$ cat src/rtl/uart_rx_frame_pkg.sv
// Shared state encoding and parity-type constants for the UART receive framer.
package uart_pkg;

    typedef enum logic [2:0] {
        IDLE   = 3'd0,
        START  = 3'd1,
        DATA   = 3'd2,
        PARITY = 3'd3,
        STOP   = 3'd4
    } rx_state_e;

    localparam int PARITY_EVEN = 0;
    localparam int PARITY_ODD  = 1;

endpackage

$ cat src/rtl/uart_rx_frame_if.sv
// Bundle between the RX edge detector / consumer side and the receive framer.
interface uart_rx_frame_if #(
    parameter int DATA_WIDTH = 8
);
    logic                  rx_in;
    logic                  start;
    logic [DATA_WIDTH-1:0] data_out;
    logic                  data_valid;
    logic                  parity_err;
    logic                  stop_err;
    logic                  busy;

    modport master (
        output rx_in, start,
        input  data_out, data_valid, parity_err, stop_err, busy
    );

    modport slave (
        input  rx_in, start,
        output data_out, data_valid, parity_err, stop_err, busy
    );
endinterface

$ cat src/rtl/uart_rx_frame_bit_timer.sv
// Per-bit oversampling counter for the UART framer; flags mid-bit and end-of-bit cycles.
module uart_rx_bit_timer
    import uart_pkg::*;
#(
    parameter int PRESCALE = 16
) (
    input  logic clk,
    input  logic rst,
    input  logic load_i,
    input  logic clr_i,
    input  logic run_i,
    output logic mid_tick_o,
    output logic end_tick_o
);
    localparam int CW = $clog2(PRESCALE);

    logic [CW-1:0] cnt_q;
    logic [CW-1:0] cnt_d;

    assign mid_tick_o = (cnt_q == CW'(PRESCALE / 2));
    assign end_tick_o = (cnt_q == CW'(PRESCALE - 1));

    // Load to 1: the cycle the start pulse is seen already counts as cnt=0.
    always_comb begin
        cnt_d = cnt_q;
        if (clr_i) begin
            cnt_d = '0;
        end else if (load_i) begin
            cnt_d = CW'(1);
        end else if (run_i) begin
            cnt_d = end_tick_o ? '0 : cnt_q + CW'(1);
        end
    end

    always_ff @(posedge clk) begin
        if (rst) begin
            cnt_q <= '0;
        end else begin
            cnt_q <= cnt_d;
        end
    end
endmodule

$ cat src/rtl/uart_rx_frame.sv
// UART receive framer: start validation, LSB-first shift, stop check, one-cycle result strobe.
// Optional parity bit compiled in with UART_RX_PARITY_EN.
module uart_rx_frame
    import uart_pkg::*;
#(
    parameter int DATA_WIDTH  = 8,
    parameter int PRESCALE    = 16,
    parameter int PARITY_TYPE = 0
) (
    input  logic            clk,
    input  logic            rst,
    uart_rx_frame_if.slave  rx_if
);
    localparam int BW = $clog2(DATA_WIDTH);

    if (DATA_WIDTH < 5 || DATA_WIDTH > 9 || PRESCALE < 4 || (PRESCALE % 2) != 0 ||
        (PARITY_TYPE != PARITY_EVEN && PARITY_TYPE != PARITY_ODD)) begin : g_bad_param
        $error("uart_rx_frame: unsupported parameter set");
    end

    rx_state_e             state_q;
    logic [BW-1:0]         bit_q;
    logic [DATA_WIDTH-1:0] shift_q;
    logic [DATA_WIDTH-1:0] data_q;
    logic                  valid_q;
    logic                  stop_err_q;
    logic                  mid_tick;
    logic                  end_tick;
    logic                  idle;

`ifdef UART_RX_PARITY_EN
    logic                  par_bit_q;
    logic                  par_err_q;
`endif

    assign idle = (state_q == IDLE);

    uart_rx_bit_timer #(.PRESCALE(PRESCALE)) u_timer (
        .clk        (clk),
        .rst        (rst),
        .load_i     (idle && rx_if.start),
        .clr_i      (idle && !rx_if.start),
        .run_i      (!idle),
        .mid_tick_o (mid_tick),
        .end_tick_o (end_tick)
    );

    always_ff @(posedge clk) begin
        if (rst) begin
            state_q    <= IDLE;
            bit_q      <= '0;
            shift_q    <= '0;
            data_q     <= '0;
            valid_q    <= 1'b0;
            stop_err_q <= 1'b0;
`ifdef UART_RX_PARITY_EN
            par_bit_q  <= 1'b0;
            par_err_q  <= 1'b0;
`endif
        end else begin
            valid_q    <= 1'b0;
            stop_err_q <= 1'b0;
`ifdef UART_RX_PARITY_EN
            par_err_q  <= 1'b0;
`endif
            case (state_q)
                IDLE: begin
                    if (rx_if.start) begin
                        state_q <= START;
                        bit_q   <= '0;
                    end
                end
                START: begin
                    if (mid_tick && rx_if.rx_in) begin
                        state_q <= IDLE;
                    end else if (end_tick) begin
                        state_q <= DATA;
                    end
                end
                DATA: begin
                    if (mid_tick) begin
                        shift_q <= {rx_if.rx_in, shift_q[DATA_WIDTH-1:1]};
                    end
                    if (end_tick) begin
                        if (bit_q == BW'(DATA_WIDTH - 1)) begin
`ifdef UART_RX_PARITY_EN
                            state_q <= PARITY;
`else
                            state_q <= STOP;
`endif
                        end else begin
                            bit_q <= bit_q + BW'(1);
                        end
                    end
                end
`ifdef UART_RX_PARITY_EN
                PARITY: begin
                    if (mid_tick) begin
                        par_bit_q <= rx_if.rx_in;
                    end
                    if (end_tick) begin
                        state_q <= STOP;
                    end
                end
`endif
                // Leave at mid-stop so the next start edge is never missed.
                STOP: begin
                    if (mid_tick) begin
                        state_q    <= IDLE;
                        data_q     <= shift_q;
                        valid_q    <= 1'b1;
                        stop_err_q <= ~rx_if.rx_in;
`ifdef UART_RX_PARITY_EN
                        par_err_q  <= ((^shift_q) ^ 1'(PARITY_TYPE)) != par_bit_q;
`endif
                    end
                end
                default: state_q <= IDLE;
            endcase
        end
    end

    assign rx_if.data_out   = data_q;
    assign rx_if.data_valid = valid_q;
    assign rx_if.stop_err   = stop_err_q;
    assign rx_if.busy       = !idle;
`ifdef UART_RX_PARITY_EN
    assign rx_if.parity_err = par_err_q;
`else
    assign rx_if.parity_err = 1'b0;
`endif
endmodule
$ cat src/flat_wrapper.sv
// flat-port wrapper written by rule: the top's interface ports become plain ports
module uart_rx_frame_flat import uart_pkg::*;
#(
    parameter int DATA_WIDTH  = 8,
    parameter int PRESCALE    = 16,
    parameter int PARITY_TYPE = 0
)
  (clk, rst, rx_if_rx_in, rx_if_start, rx_if_data_out, rx_if_data_valid, rx_if_parity_err, rx_if_stop_err, rx_if_busy);
  uart_rx_frame_if #(.DATA_WIDTH(DATA_WIDTH)) rx_if_i ();
  input  logic clk;
  input  logic rst;
  input wire logic [$bits(rx_if_i.rx_in)-1:0] rx_if_rx_in;
  input wire logic [$bits(rx_if_i.start)-1:0] rx_if_start;
  output wire logic [$bits(rx_if_i.data_out)-1:0] rx_if_data_out;
  output wire logic [$bits(rx_if_i.data_valid)-1:0] rx_if_data_valid;
  output wire logic [$bits(rx_if_i.parity_err)-1:0] rx_if_parity_err;
  output wire logic [$bits(rx_if_i.stop_err)-1:0] rx_if_stop_err;
  output wire logic [$bits(rx_if_i.busy)-1:0] rx_if_busy;
  assign rx_if_i.rx_in = rx_if_rx_in;
  assign rx_if_i.start = rx_if_start;
  assign rx_if_data_out = rx_if_i.data_out;
  assign rx_if_data_valid = rx_if_i.data_valid;
  assign rx_if_parity_err = rx_if_i.parity_err;
  assign rx_if_stop_err = rx_if_i.stop_err;
  assign rx_if_busy = rx_if_i.busy;
  uart_rx_frame #(.DATA_WIDTH(DATA_WIDTH), .PRESCALE(PRESCALE), .PARITY_TYPE(PARITY_TYPE)) u_core (.clk(clk), .rst(rst), .rx_if(rx_if_i));
endmodule
$ cat config.mk
export PLATFORM = sky130hd
export DESIGN_NAME = uart_rx_frame_flat
export DESIGN_NICKNAME = d
export VERILOG_FILES = /design/src/rtl/uart_rx_frame_pkg.sv /design/src/rtl/uart_rx_frame_if.sv /design/src/rtl/uart_rx_frame_bit_timer.sv /design/src/rtl/uart_rx_frame.sv /design/src/flat_wrapper.sv
export SDC_FILE = /design/constraint.sdc
export NUM_CORES = 1
export LEC_CHECK = 0
export BUFFER_PORTS_ARGS = -buffer_cell sky130_fd_sc_hd__buf_2
export CAP_MARGIN = 10
export CORE_UTILIZATION = 47
export DETAILED_ROUTE_END_ITERATION = 12
export GPL_TIMING_DRIVEN = 0
export HOLD_SLACK_MARGIN = 0.08
export PLACE_DENSITY = 0.67
export RECOVER_POWER = 25
export SLEW_MARGIN = 20
export SYNTH_ARGS = -nofsm -noshare
export SYNTH_HDL_FRONTEND = slang
export SYNTH_SLANG_ARGS = --single-unit
$ cat constraint.sdc
create_clock -name clk -period 2.3 [get_ports clk]
set_input_delay 0.345 -clock clk [delete_from_list [all_inputs] [get_ports clk]]
set_output_delay 0.345 -clock clk [all_outputs]
set_load 0.1 [all_outputs]
# Yosys cells after proc, flatten, opt, wreduce, memory -nomap -nowiden
# Cells that the tools add are included.
[classes] add_sub_neg=2 eq_ne=13 mux=15 n_bitwise=3 n_reduce_logical=15
[op_table] operator="3-bit 2-to-1 mux" count=9
[op_table] operator="3-bit one-hot mux with 4 select lines" count=1
[op_table] operator="4-bit equality test, second input constant" count=2
[op_table] operator="2-bit inequality test, second input constant" count=4
[op_table] operator="3-bit equality test, second input constant" count=2
[op_table] operator="3-bit one-hot mux with 2 select lines" count=1
[op_table] operator="3-bit OR reduction" count=2
[op_table] operator="5-bit AND reduction" count=1
[op_table] operator="4-bit by 1-bit adder with 4-bit output, second input constant" count=1
[op_table] operator="4-bit 2-to-1 mux" count=1
[op_table] operator="2-bit by 1-bit inequality test with 1-bit output, second input constant" count=2
[op_table] operator="2-bit AND reduction" count=2
[op_table] operator="4-bit AND reduction" count=1
[op_table] operator="2-bit OR reduction" count=2
[op_table] operator="3-bit by 1-bit adder with 3-bit output, second input constant" count=1
[op_table] operator="3-bit by 1-bit equality test with 1-bit output, second input constant" count=1
[op_table] operator="3-bit by 2-bit equality test with 1-bit output, second input constant" count=1
[op_table] operator="1-bit logical AND" count=3
[op_table] operator="3-bit zero test" count=1
[op_table] operator="1-bit 2-to-1 mux" count=3
[op_table] operator="3-bit by 2-bit inequality test with 1-bit output, second input constant" count=1
[op_table] operator="1-bit NOT" count=3
[op_table] operator="1-bit zero test" count=2
[op_table] operator="2-bit nonzero test" count=1
[totals] register_bits=28 input_bits=4 output_inout_bits=12 word_cells=56

# Depth between registers and ports, before layout
[depth] depth_word=4 mapped_depth=6 depth_no_buf=5

# By module
# A second synthesis with hierarchy kept.
[hier_totals] cells_unflattened=154 hier_area_um2=1244.9
[modules_own_cells] module="uart_rx_frame" instances=1 cells_per_inst=129 area_each_um2=1029.7 seq_area_each_um2=480.5
[modules_own_cells] module="uart_rx_bit_timer" instances=1 cells_per_inst=25 area_each_um2=215.2 seq_area_each_um2=80.1

# Worst setup path after synthesis
# No wires, ideal clock.
[synth_path] kind="flip-flop to flip-flop" start="reg u_core.bit_q[0]" end="reg u_core.bit_q[0]" setup_ns=0.123 arrival_time_ns=1.532 required_ns=2.177 setup_slack_ns=0.644 stages_incl_launch_ff=5 path_buffers=0 period_less_slack_ns=1.656 path_cell_list="dfxtp_1 > ha_1 > ha_1 > or4_4 > mux2_1"
[synth_between] elab_chain_len=4 elab_cells_between_ends=7 cone_classes="add/sub (1); eq/ne (2); mux (3); reduce/logical (1)"
[synth_rtl] item="start, declared" line_no="uart_rx_frame.sv:22" source="logic [BW-1:0] bit_q;"
[synth_rtl] item="start signal, assigned" line_no="uart_rx_frame.sv:92" source="bit_q <= bit_q + BW'(1);"
[synth_rtl] item="3-bit by 1-bit adder with 3-bit output" line_no="uart_rx_frame.sv:92"
[synth_rtl] item="3-bit 2-to-1 mux" line_no="uart_rx_frame.sv:85" source="if (bit_q == BW'(DATA_WIDTH - 1)) begin"
[synth_rtl] item="3-bit 2-to-1 mux" line_no="uart_rx_frame.sv:84" source="if (end_tick) begin"
[synth_rtl] item="3-bit one-hot mux with 2 select lines" line_no="uart_rx_frame.sv:66" source="case (state_q)"
# Parallel ways exist; a longest one is shown, timed or not. The select of a mux whose other input is x is not followed.
# A chain may end at the register's enable or synchronous reset.

# Final worst setup path
[layout_path] start="reg u_core.state_q[0]" end="out rx_if_busy"
[layout_between] elab_chain_len=2
[layout_rtl] item="start, declared" line_no="uart_rx_frame.sv:21" source="rx_state_e state_q;"
[layout_rtl] item="start signal, assigned" line_no="uart_rx_frame.sv:50" source="state_q <= IDLE;"
[layout_rtl] item="start signal, assigned" line_no="uart_rx_frame.sv:69" source="state_q <= START;"
[layout_rtl] item="start signal, assigned" line_no="uart_rx_frame.sv:75" source="state_q <= IDLE;"
[layout_rtl] item="3-bit zero test" line_no="uart_rx_frame.sv:36" source="assign idle = (state_q == IDLE);"
[layout_rtl] item="1-bit zero test"
[layout_rtl] item="end, declared" line_no="flat_wrapper.sv:18" source="output wire logic [$bits(rx_if_i.busy)-1:0] rx_if_busy;"
# No other way between the ends.

==> impl_metrics.csv <==
group,metric,value,unit
final_layout,diodes,0,
logic_synthesis,synthDistinctLibCells,31,
global_route,grt_max_degree,17,
job,drv_cap,0,
worst_setup_path,cp_max_fo,7,
die,core.rowCount,17,
clock_tree,numCtsBuffers,3,
clock_tree,clockBufferDepth,2,
placed_design,port-buffer-count,14,
placed_design,dpl.hpwl,1490,um
timing,max_freq,500,MHz
global_route,grt_usage,0.178,
final_layout,regArea,561,um^2
logic_synthesis,ys_seq_elements,28,
power_and_ir_drop,power_density,657,nW/um^2
worst_setup_path,cp-end-kind,"output port",
clock_tree,cts_max_level,1,
worst_setup_path,worstSetupStartpointType,"flop",
power_and_ir_drop,ir_worst_vdd,358,uV
worst_setup_path,cp.buffers_inverters,2,
timing,relSlewSlack,0.231,
timing,drv_slew,0,
timing,fin_tns_setup,0,ns
timing,timing.final.ws_setup,0.300,ns
worst_setup_path,crit_required,1.96,ns
route,first_iter_violations,10,
clock_tree,cts_root_buf,"clkbuf_4",
timing,finClkSkew,0.00409,ns
logic_synthesis,netlist_area,1190,um^2
final_layout,multi_input_area,594,um^2
worst_setup_path,crit_family,"simple AND/OR/NAND/NOR gates",
final_layout,nNetsFinal,141,
die,initial_core_util,0.518,
die,fp.dieW,52.3,um
worst_setup_path,slowest_delay,0.54,ns
route,vias_per_cell,5.21,
worst_setup_path,cp_cell_sequence,"nor3_1 -> inv_1 -> buf_2",
route,firstDrtPassIters,4,
timing,finalSetupViolCount,0,
placed_design,place_congestion,0.717,
timing,hold_viol,0,
route,remaining_drc_errors,0,
logic_synthesis,synth_edf_count,0,
die,die_h,52.3,um
timing,fin_crit_sh,0.870,
route,wl,2120,um
logic_synthesis,ys_warn_count,0,
logic_synthesis,synthFlopType,"dfxtp_1",
power_and_ir_drop,p_leak,0.643,nW
clock_tree,clk_pin_slew,0.15,ns
route,num_vias,833,
logic_synthesis,ys_seq_area_frac,0.471,
clock_tree,cts.sinks,28,
logic_synthesis,synthArstFlopShare,0,
clock_tree,cts_tree,"done",
route,wl_per_cell,13.2,um
timing,tightest_slew,1.16,ns
final_layout,area_growth,13.0,%
placed_design,dpl_worst_slack,0.564,ns
min_path,hold_path_class,"in -> reg",
route,drt.antenna.violating_nets,0,
final_layout,fillers,218,
worst_setup_path,path_class,"reg -> out",
timing,fin_crit,2.00,ns
clock_tree,cts_resized,0,
logic_synthesis,avgSynthCellArea,10.4,um^2
logic_synthesis,synth_cells,114,
clock_tree,clk_latency,0.33,ns
worst_setup_path,slowest_stage,"nor3_1",
clock_tree,post_cts_buffers,0,
power_and_ir_drop,finalPower,0.883,mW
clock_tree,ctsHoldBuffers,0,
outcome,status,"finished clean",
die,core_area,2300,um^2
timing,rsz0062_at_grt,"false",
global_route,grt_pass1_wl,3510,um
logic_synthesis,syn_nets,122,
global_route,antenna_found_initial,0,
global_route,grt_pass1_vias,785,
global_route,overflow,0,
die,io_pins,16,
final_layout,drive_above_1_share,0.159,
worst_setup_path,critPathArrivalTime,1.66,ns
die,dieArea,2740,um^2
==> per-stage QoR <==
stage	utilization	std cells	area (um^2)	hold slack (ns)
finish	0.586	160	1350	0.197
global route	0.586	160	1350	0.180
CTS	0.587	160	1350	0.184
detailed placement	0.564	156	1290	0.471
global placement	0.564	156	1290	0.458
floorplan	-	114	1190	0.424
==> where the power goes <==
group	switching [mW]	internal [mW]
combinational	0.0451	0.0201
clock	0.146	0.176
sequential	0.00605	0.490
total	0.197	0.686
==> cell usage in the layout, fill, tap and decap left out, types with 2 or more instances in the layout <==
master / instances
buf_2: 13
clkbuf_1: 5
clkbuf_4: 3
dfxtp_1: 28
ha_1: 4
inv_1: 3
mux2_1: 3
mux2i_1: 16
nand2_1: 2
nand2b_1: 19
nand3_1: 3
nor2_1: 4
nor2b_1: 2
nor3_1: 4
nor3b_1: 4
nor4_1: 2
==> cell families (layout without fill, tap and decap cells) <==
logic type	Yosys count	count (layout)	share of synthesized area
AOI/OAI and AO/OA	5	5	0.0305
xor gates and xnor gates	2	2	0.0147
adders and majority gates	4	4	0.0421
buffers and inverters	8	26	0.0294
DFF	28	28	0.471
muxes	19	19	0.163
other	1	1	0.00315
and+or+nand+nor	47	47	0.246
==> registers in the layout, indices dropped and copies added (netlist names) <==
| register | flops |
|---|---|
| u_core.u_timer.cnt_q | 4 |
| u_core.bit_q | 3 |
| u_core.rx_if.stop_err | 1 |
| u_core.state_q | 3 |
| u_core.rx_if.data_out | 8 |
| u_core.rx_if.data_valid | 1 |
| u_core.shift_q | 8 |
==> layout make-up <==
type                            count  share of cell area
Clock buffer                        3              0.0167
Multi-Input combinational cell     78               0.442
Sequential cell                    28               0.417
Timing Repair Buffer               14              0.0502
Tap cell                           28              0.0260
Buffer                              5              0.0177
Clock inverter                      1              0.0223
Inverter                            3             0.00837
==> layer usage <==
metal	vias to the layer above	GRT usage	wire, um
met4	0	0.0789	23
met2	17	0.306	1000
li1	432	-	-
met3	2	0.0261	54
met5	-	0	0
met1	382	0.217	1040
==> path summary, 6_finish.rpt <==
path / depth (start not counted) / start / slack, ns / end
worst max register to register: 4 / u_core.bit_q[0] / 0.55 / u_core.bit_q[0]
worst min register to register: 2 / u_core.rx_if.data_out[6] / 0.49 / u_core.rx_if.data_out[6]
worst max-delay path: 3 / u_core.state_q[0] / 0.30 / rx_if_busy
worst min-delay path: 2 / rx_if_rx_in / 0.20 / u_core.rx_if.stop_err
==> cell usage after synthesis (2+ instances only) <==
cell type | n | area [um^2]
nor2_1 | 4 | 15.0
nor3b_1 | 4 | 30.0
nand2b_1 | 19 | 119
nor3_1 | 4 | 20.0
nand2_1 | 2 | 7.51
nand3_1 | 3 | 15.0
mux2_1 | 3 | 33.8
dfxtp_1 | 28 | 561
ha_1 | 4 | 50.1
clkbuf_1 | 3 | 11.3
nor4_1 | 2 | 12.5
nor2b_1 | 2 | 12.5
mux2i_1 | 16 | 160
inv_1 | 3 | 11.3
==> worst reg2reg max path: stages, from the launching register on <==
cell	delay, ns
dfxtp_1	0.35
ha_1	0.20
ha_1	0.23
or4_4	0.55
mux2_1	0.32
Note: power is estimated with default switching activity, not from simulation.
